<file path="config.mk">
export PLATFORM = sky130hd
export DESIGN_NAME = mux_arb_n_flat
export DESIGN_NICKNAME = d
export VERILOG_FILES = /design/src/rtl/mux_arb_n_pkg.sv /design/src/rtl/mux_arb_n_if.sv /design/src/rtl/mux_arb_n_rr_arbiter.sv /design/src/rtl/mux_arb_n.sv /design/src/flat_wrapper.sv
export SDC_FILE = /design/constraint.sdc
export NUM_CORES = 1
export LEC_CHECK = 0
export ABC_AREA = 1
export BUFFER_PORTS_ARGS = -buffer_cell sky130_fd_sc_hd__buf_2
export CAP_MARGIN = 10
export CORE_AREA = 3 3 122 124
export DETAILED_ROUTE_END_ITERATION = 12
export DIE_AREA = 0 0 125 127
export PLACE_DENSITY = 0.8
export SLEW_MARGIN = 10
export SYNTH_ARGS = -nofsm -noshare
export SYNTH_HDL_FRONTEND = slang
export SYNTH_SLANG_ARGS = --single-unit
</file>
<file path="constraint.sdc">
create_clock -name clk -period 3.5 [get_ports clk]
set_input_delay 0 -clock clk [delete_from_list [all_inputs] [get_ports clk]]
set_output_delay 0 -clock clk [all_outputs]
set_load 0.05 [all_outputs]
</file>
<file path="src/rtl/mux_arb_n_pkg.sv">
// mux_pkg: shared definitions for the mux_arb_n slice.
//   MODE_SELECT / MODE_RR : encodings of the mode input.
//   idx_w(n)              : index width for n channels, never below 1.
package mux_pkg;

    localparam logic MODE_SELECT = 1'b0;
    localparam logic MODE_RR     = 1'b1;

    // $clog2(1) is 0, which would give a zero-width select bus.
    function automatic int idx_w(input int n);
        return (n <= 1) ? 1 : $clog2(n);
    endfunction

endpackage

</file>
<file path="src/rtl/mux_arb_n_if.sv">
// mux_arb_n_if: handshake bundle for mux_arb_n.
//   mode/sel          : channel choice (select index or round-robin)
//   in_data/in_valid  : N request channels, channel i at [i*WIDTH +: WIDTH]
//   in_ready          : per-channel accept, one-hot or zero
//   out_*             : registered result with valid/ready
// master drives the requests and consumes the result; slave is the mux.
interface mux_arb_n_if #(
    parameter int WIDTH = 32,
    parameter int N     = 8
);
    localparam int SELW = mux_pkg::idx_w(N);

    logic                 mode;
    logic [SELW-1:0]      sel;
    logic [N*WIDTH-1:0]   in_data;
    logic [N-1:0]         in_valid;
    logic [N-1:0]         in_ready;
    logic [WIDTH-1:0]     out_data;
    logic [SELW-1:0]      out_src;
    logic                 out_valid;
    logic                 out_ready;

    modport master (
        output mode, sel, in_data, in_valid, out_ready,
        input  in_ready, out_data, out_src, out_valid
    );

    modport slave (
        input  mode, sel, in_data, in_valid, out_ready,
        output in_ready, out_data, out_src, out_valid
    );
endinterface

</file>
<file path="src/rtl/mux_arb_n_rr_arbiter.sv">
// rr_arbiter: combinational round-robin pick.
//   req       : request vector
//   ptr       : highest-priority index (must be < N)
//   gnt_valid : some request found
//   gnt_idx   : first requesting index at or above ptr, wrapping N-1 -> 0
module rr_arbiter #(
    parameter  int N    = 8,
    localparam int SELW = mux_pkg::idx_w(N)
) (
    input  logic [N-1:0]    req,
    input  logic [SELW-1:0] ptr,
    output logic            gnt_valid,
    output logic [SELW-1:0] gnt_idx
);
    always_comb begin
        int j;
        gnt_valid = 1'b0;
        gnt_idx   = '0;
        j         = 0;
        for (int k = 0; k < N; k++) begin
            // explicit wrap so non-power-of-two N works
            j = int'(ptr) + k;
            if (j >= N) j = j - N;
            if (!gnt_valid && req[j]) begin
                gnt_valid = 1'b1;
                gnt_idx   = SELW'(j);
            end
        end
    end
endmodule

</file>
<file path="src/rtl/mux_arb_n.sv">
// mux_arb_n: N-input registered mux with explicit select or round-robin
// arbitration and one output register stage.
//   clk, rst : clock, asynchronous active-high reset
//   bus      : mux_arb_n_if.slave (mode, sel, in_*, out_*)
module mux_arb_n
    import mux_pkg::*;
#(
    parameter  int WIDTH = 32,
    parameter  int N     = 8,
    localparam int SELW  = idx_w(N)
) (
    input  logic              clk,
    input  logic              rst,
    mux_arb_n_if.slave        bus
);
    logic [SELW-1:0] rr_ptr;
    logic            rr_v;
    logic [SELW-1:0] rr_g;
    logic            gv;
    logic [SELW-1:0] g;
    logic            can_load;
    logic            xfer;

    rr_arbiter #(.N(N)) u_rr (
        .req       (bus.in_valid),
        .ptr       (rr_ptr),
        .gnt_valid (rr_v),
        .gnt_idx   (rr_g)
    );

    assign can_load = !bus.out_valid || bus.out_ready;

    always_comb begin
        gv           = 1'b0;
        g            = '0;
        bus.in_ready = '0;
        if (bus.mode == MODE_RR) begin
            gv = rr_v;
            g  = rr_g;
        end else if (int'(bus.sel) < N) begin
            // out-of-range sel never grants
            gv = bus.in_valid[bus.sel];
            g  = bus.sel;
        end
        if (gv) bus.in_ready[g] = can_load;
    end

    assign xfer = gv && can_load;

    always_ff @(posedge clk or posedge rst) begin
        if (rst) begin
            bus.out_valid <= 1'b0;
            bus.out_data  <= '0;
            bus.out_src   <= '0;
            rr_ptr        <= '0;
        end else begin
            if (xfer) begin
                bus.out_valid <= 1'b1;
                bus.out_data  <= bus.in_data[int'(g)*WIDTH +: WIDTH];
                bus.out_src   <= g;
                if (bus.mode == MODE_RR)
                    rr_ptr <= (g == SELW'(N-1)) ? '0 : g + 1'b1;
            end else if (bus.out_ready) begin
                bus.out_valid <= 1'b0;
            end
        end
    end
endmodule
</file>
<file path="src/flat_wrapper.sv">
// flat-port wrapper written by rule: the top's interface ports become plain ports
module mux_arb_n_flat import mux_pkg::*;
#(
    parameter  int WIDTH = 32,
    parameter  int N     = 8,
    localparam int SELW  = idx_w(N)
)
  (clk, rst, bus_mode, bus_sel, bus_in_data, bus_in_valid, bus_out_ready, bus_in_ready, bus_out_data, bus_out_src, bus_out_valid);
  mux_arb_n_if #(.WIDTH(WIDTH), .N(N)) bus_i ();
  input  logic clk;
  input  logic rst;
  input wire logic [$bits(bus_i.mode)-1:0] bus_mode;
  input wire logic [$bits(bus_i.sel)-1:0] bus_sel;
  input wire logic [$bits(bus_i.in_data)-1:0] bus_in_data;
  input wire logic [$bits(bus_i.in_valid)-1:0] bus_in_valid;
  input wire logic [$bits(bus_i.out_ready)-1:0] bus_out_ready;
  output wire logic [$bits(bus_i.in_ready)-1:0] bus_in_ready;
  output wire logic [$bits(bus_i.out_data)-1:0] bus_out_data;
  output wire logic [$bits(bus_i.out_src)-1:0] bus_out_src;
  output wire logic [$bits(bus_i.out_valid)-1:0] bus_out_valid;
  assign bus_i.mode = bus_mode;
  assign bus_i.sel = bus_sel;
  assign bus_i.in_data = bus_in_data;
  assign bus_i.in_valid = bus_in_valid;
  assign bus_i.out_ready = bus_out_ready;
  assign bus_in_ready = bus_i.in_ready;
  assign bus_out_data = bus_i.out_data;
  assign bus_out_src = bus_i.out_src;
  assign bus_out_valid = bus_i.out_valid;
  mux_arb_n #(.WIDTH(WIDTH), .N(N)) u_core (.clk(clk), .rst(rst), .bus(bus_i));
endmodule
</file>
# --- Yosys cells after proc, flatten, opt, wreduce, memory -nomap -nowiden ---
# Cells that the tools add are included.
op_classes:
  addsub: 16
  n_eq_ne: 1
  shift: 1
  n_lt_le_gt_ge: 19
  n_mux: 58
  n_bitwise: 1
  reduce_logical: 20
op_table:
  columns: ["cell", "count"]
  rows:
  - ["32-bit by 5-bit less-than comparator with 1-bit output, second input constant", 8]
  - ["32-bit 2-to-1 mux", 8]
  - ["256-bit by 9-bit variable part select with 32-bit output", 1]
  - ["4-bit by 4-bit subtractor with 5-bit output, second input constant", 7]
  - ["3-bit 2-to-1 mux", 10]
  - ["1-bit 2-to-1 mux", 29]
  - ["4-bit greater-or-equal comparator, second input constant", 7]
  - ["1-bit binary-select mux with 3-bit select", 9]
  - ["3-bit by 3-bit adder with 4-bit output, second input constant", 4]
  - ["1-bit logical AND", 9]
  - ["3-bit by 2-bit adder with 4-bit output, second input constant", 2]
  - ["8-bit bitwise AND", 1]
  - ["1-bit logical NOT", 8]
  - ["3-bit by 4-bit less-than comparator with 1-bit output, second input constant", 2]
  - ["8-bit 2-to-1 mux", 1]
  - ["3-bit by 4-bit subtractor with 5-bit output, second input constant", 1]
  - ["3-bit by 1-bit adder with 4-bit output, second input constant", 1]
  - ["3-bit by 4-bit greater-or-equal comparator with 1-bit output, second input constant", 1]
  - ["3-bit by 1-bit adder with 3-bit output, second input constant", 1]
  - ["1-bit demux with 3-bit select", 1]
  - ["3-bit equality test, second input constant", 1]
  - ["3-bit by 1-bit greater-or-equal comparator with 1-bit output, second input constant", 1]
  - ["2-bit AND reduction", 1]
  - ["2-bit nonzero test", 1]
  - ["1-bit logical OR", 1]
totals:
  input_bits: 271
  output_inout_bits: 44
  regBits: 39
  wordCells: 120

# --- Logic depth before layout (Yosys ltp) ---
depth:
  ltp_word: 34
  ltp_mapped: 24
  mapped_depth_nobuf: 22

# --- Hierarchy ---
# A second synthesis with hierarchy kept.
hier_totals:
  hier_cells: 1204
  hier_area_um2: 5975.7
by_module_without_submodules:
  columns: ["mod", "instances", "cells_each", "area_each_um2", "seq_area_each_um2"]
  rows:
  - ["mux_arb_n", 1, 1068, 5236.3, 975.9]
  - ["rr_arbiter", 1, 136, 739.5, 0.0]

# --- Worst setup path before layout ---
# No wires, ideal clock.
synth_path:
  path_kind: "reg2out"
  startpoint: "reg u_core.rr_ptr[1]"
  endpoint: "out bus_in_ready[1]"
  arrival_ns: 3.300
  t_required_ns: 3.500
  path_stages_with_launch: 19
  path_slack_ns: 0.200
  path_buffers: 3
  cell_sequence: "dfrtp_1 -> buf_2 -> inv_2 -> ha_1 -> inv_1 -> nand3_1 -> nand3_1 -> nand2_1 -> nor2_4 -> nand4_2 -> nor2_4 -> nand3_1 -> nand2_1 -> nand3_2 -> nand2_4 -> buf_8 -> buf_6 -> nand2_1 -> nor2_1"
synth_via:
  elab_chain_cells: 34
  elab_cells_between_ends: 94
  cone_classes: "15 x add/sub; 10 x order compare; 53 x mux; 1 x bitwise; 15 x reduce/logical"
synth_lines:
  columns: ["element", "line_no", "rtl"]
  rows:
  - ["from (decl)", "mux_arb_n.sv:16", "logic [SELW-1:0] rr_ptr;"]
  - ["from (signal assigned)", "mux_arb_n.sv:62", "rr_ptr <= (g == SELW'(N-1)) ? '0 : g + 1'b1;"]
  - ["parallel branches: the longest is 26 deep, another holds 4-bit by 4-bit subtractor with 5-bit output", null, null]
  - ["3-bit 2-to-1 mux *", "mux_arb_n_rr_arbiter.sv:24", "if (!gnt_valid && req[j]) begin"]
  - ["3-bit 2-to-1 mux *", "mux_arb_n.sv:37", "if (bus.mode == MODE_RR) begin"]
  - ["net u_core.g[0]", "mux_arb_n.sv:20", "logic [SELW-1:0] g;"]
  - ["3-bit by 4-bit less-than comparator with 1-bit output (not written as such) / 3-bit by 1-bit greater-or-equal comparator with 1-bit output (equally long branches)", "mux_arb_n.sv:45", "if (gv) bus.in_ready[g] = can_load;"]
  - ["1-bit logical AND (not written as such)", "mux_arb_n.sv:45", null]
  - ["1-bit 2-to-1 mux (not written as such)", "mux_arb_n.sv:45", null]
  - ["1-bit demux with 3-bit select *", null, null]
  - ["8-bit bitwise AND (no source line) *", null, null]
  - ["8-bit 2-to-1 mux *", "mux_arb_n.sv:45", null]
  - ["to (decl)", "flat_wrapper.sv:17", "output wire logic [$bits(bus_i.in_ready)-1:0] bus_in_ready;"]
# Mark *: on every way through the listed nets, which the timed path passes. The select of a mux whose other input is x is not followed.

# --- Worst setup path after layout ---
layout_path:
  startpoint: "reg u_core.rr_ptr[1]"
  endpoint: "out bus_in_ready[2]"
layout_via:
  elab_chain_cells: 34
  elab_cells_between_ends: 94
  cone_classes: "15 x add/sub; 10 x order compare; 53 x mux; 1 x bitwise; 15 x reduce/logical"
layout_lines:
  columns: ["element", "line_no"]
  rows:
  - ["parallel branches: the longest is 33 deep, another holds 4-bit by 4-bit subtractor with 5-bit output", null]
  - ["8-bit 2-to-1 mux *", "mux_arb_n.sv:45"]
# Mark *: on every way between the ends. The select of a mux whose other input is x is not followed.

==> reports/metrics.cfg <==
[clocking]
cts.sinks = 39
clk_latency_ns = 0.29
cts_tree = yes
cts_buffer_depth = 2
clk_pin_slew_ns = 0.06
cts_buffers = 5
cts-root-buf = clkbuf_16
htree_levels = 2

[hold_path]
min_from = bus_in_data[20]
min_delay_path_depth = 7
hold_end = u_core.bus.out_data[20]
worstHoldPathType = primary input to register

[synthesis]
synth_warnings = 0
synthCells = 1010
synthTopCellsByArea = nand2_1 (38%), dfrtp_1 (19%), nand3_1 (16%)
synth_seq_cells = 39
syn_nets = 1284
yosysSeqAreaShare = 0.188
synth_top_area_cell = nand2_1
ys.flop_type = dfrtp_1
yosys.cell_types.count = 29
synth-edff-count = 0
ys_top_cells_by_count = nand2_1 (521), nand3_1 (163), nor2_1 (91), inv_1 (59), dfrtp_1 (39)
syn-cell-area_um2 = 5200
synth.top_cell.area_share = 0.376
synth.avg_cell_area_um2 = 5.15
async_reset_ff_frac = 1.00
synth_most_common_cell = nand2_1

[timing]
worstMarginPinSlew_ns = 0.908
relSlewSlack = 0.394
setup_viol = 0
min_period_ns = 3.24
finClkSkew_ns = 0.00479
hold_violations = 0
fmax_mhz = 309
slew_violations = 0
finalCritPeriodShare = 0.925
tns_ns = 0
grt_setup_unrepaired = false

[global_route]
antenna_found_initial = 0
met2_usage = 0.446
met3_usage = 0.0485
grt_util_all_layers = 0.253
top_usage_layer = met2
grt_pass1_wl_um = 33200
grt_start_max_net_pins = 76
use_met1 = 0.314
grt_pass1_vias = 6662
grt_overflow_total = 0

[placement]
dpl.hpwl_um = 16700
io_buffers = 314
routabilityCongestion = 0.942

[flow_run]
drv_cap = 0

[setup_path]
reg2reg_setup_slack_ns = 0.36
crit_type = register to output pin
cp-end-kind = output pin
r2r_start = u_core.rr_ptr[1]
worstReg2RegEnd = u_core.bus.out_data[4]
cp-start-kind = register
reg2reg_depth = 21
crit_required_ns = 3.50
arrival_ns = 3.24
crit_fanout = 10

[pwr]
p_leak_uw = 0.00449
vdd_drop_max_mv = 0.382
powerDensity_nw_per_um2 = 1070

[final_layout]
antenna_cells = 0
drive_gt1_frac = 0.313
finalNetCount = 1575
area_growth_pct = 38.8
fin_util = 0.521

[floorplanning]
start_util = 0.375
rows = 43
die_h_um = 127
die_area_um2 = 15900
die_x_um = 125
ios = 315
core_um2 = 13900

[detailed_routing]
post_drt_wl_per_cell_um = 14.5
postRouteAntennaNets = 0
vias = 7323
first_pass_iters = 6
drc = 0
routed_wl_um = 21500
drtIter0Drc = 516
viasPerCell = 4.94

[outcome]
status = completed

==> repair_timing <==
item / CTS / global route
hold buffers: 2 / 0
endpoints found under the hold margin: 40 / 0
gates resized for setup: 0 / 29
endpoints found under the setup margin: 0 / 36
buffers inserted: 0 / 3
==> power by group <==
| group | switching [uW] | internal [uW] | leakage (uW) |
|---|---|---|---|
| sequential | 124 | 682 | 0.000440 |
| clock | 189 | 264 | 0.0000679 |
| combinational | 4380 | 2070 | 0.00398 |
==> worst max-delay path, stage by stage (launching register included) <==
cell	delay, ns
dfrtp_1	0.39
inv_2	0.13
ha_1	0.27
inv_2	0.13
nand3_1	0.13
nand3_1	0.12
nand2_1	0.10
nor2_4	0.13
nand4_2	0.13
nor2_4	0.22
nand3_1	0.12
nand4_1	0.15
nand2_2	0.13
nor2_4	0.14
buf_4	0.21
inv_1	0.08
nor2_1	0.12
clkbuf_4	0.24
==> worst max-delay path by stage <==
stage | from | end | slack (ns) | cells after the start
2_1_floorplan | u_core.rr_ptr[1] | bus_in_ready[1] | 0.20 | 18
3_3_place_gp | u_core.rr_ptr[0] | u_core.bus.out_data[3] | 0.34 | 21
3_5_place_dp | u_core.rr_ptr[1] | u_core.bus.out_data[3] | 0.23 | 21
4_1_cts | u_core.rr_ptr[1] | bus_in_ready[3] | 0.12 | 17
5_1_grt | u_core.rr_ptr[0] | bus_in_ready[2] | 0.002 | 17
6_report | u_core.rr_ptr[1] | bus_in_ready[2] | 0.26 | 17
==> area by class of cell <==
cell class / instances / area, um2
clock inverter: 1 / 5.00
multi-input combinational: 850 / 3730
inverter: 61 / 229
fill: 1427 / 6660
clock buffer: 7 / 133
sequential: 39 / 976
tap: 180 / 225
timing repair buffer: 344 / 1930
==> metal layers <==
metal  wire length, um  vias to the layer above  part of all wire
li1                  -                     3705                 -
met1              8560                     3184              0.40
met2             10500                      389              0.49
met3              1890                       45             0.088
met4               458                        0             0.021
met5                 0                        -                 0
==> flip-flops by register name, indices dropped and copies added, names as in the netlist <==
name and flops:
u_core.bus.out_valid 1, u_core.bus.out_src 3, u_core.bus.out_data 32, u_core.rr_ptr 3
==> cells by family (layout without fill, tap and decap cells) <==
| group | after synthesis | count (layout) | synth area share |
|---|---|---|---|
| compound gates | 21 | 21 | 0.0219 |
| flops | 39 | 39 | 0.188 |
| simple gates | 822 | 822 | 0.659 |
| xor+xnor | 4 | 4 | 0.0132 |
| fa+ha+maj | 3 | 3 | 0.00721 |
| buf+inv | 121 | 413 | 0.111 |
==> placed cells by master, fill, tap and decap left out, types with 7 or more instances in the layout <==
| master | netlist | routed |
|---|---|---|
| a21oi_1 | 9 | 9 |
| o21ai_0 | 9 | 9 |
| or2_2 | 32 | 32 |
| dfrtp_1 | 39 | 39 |
| nor2_4 | 2 | 7 |
| nor2_1 | 91 | 86 |
| nand3_1 | 163 | 163 |
| nand2_1 | 521 | 516 |
| buf_2 | 26 | 306 |
| buf_4 | 1 | 21 |
| inv_1 | 59 | 57 |
==> stage by stage <==
| step | hold WS (ns) | power [uW] | setup slack (ns) | instance area (um2) | std cells |
|---|---|---|---|---|---|
| 3_3_place_gp | 0.210 | 6990 | 0.337 | 6940 | 1468 |
| 3_5_place_dp | 0.222 | 7010 | 0.229 | 6940 | 1468 |
| 5_1_grt | 0.153 | 8480 | 0.00197 | 7230 | 1482 |
| 6_report | 0.110 | 7700 | 0.263 | 7230 | 1482 |
| 2_1_floorplan | 0.0964 | 5430 | 0.200 | 5200 | 1010 |
| 4_1_cts | 0.108 | 7490 | 0.121 | 7100 | 1478 |
Note: power is estimated with default switching activity, not from simulation.
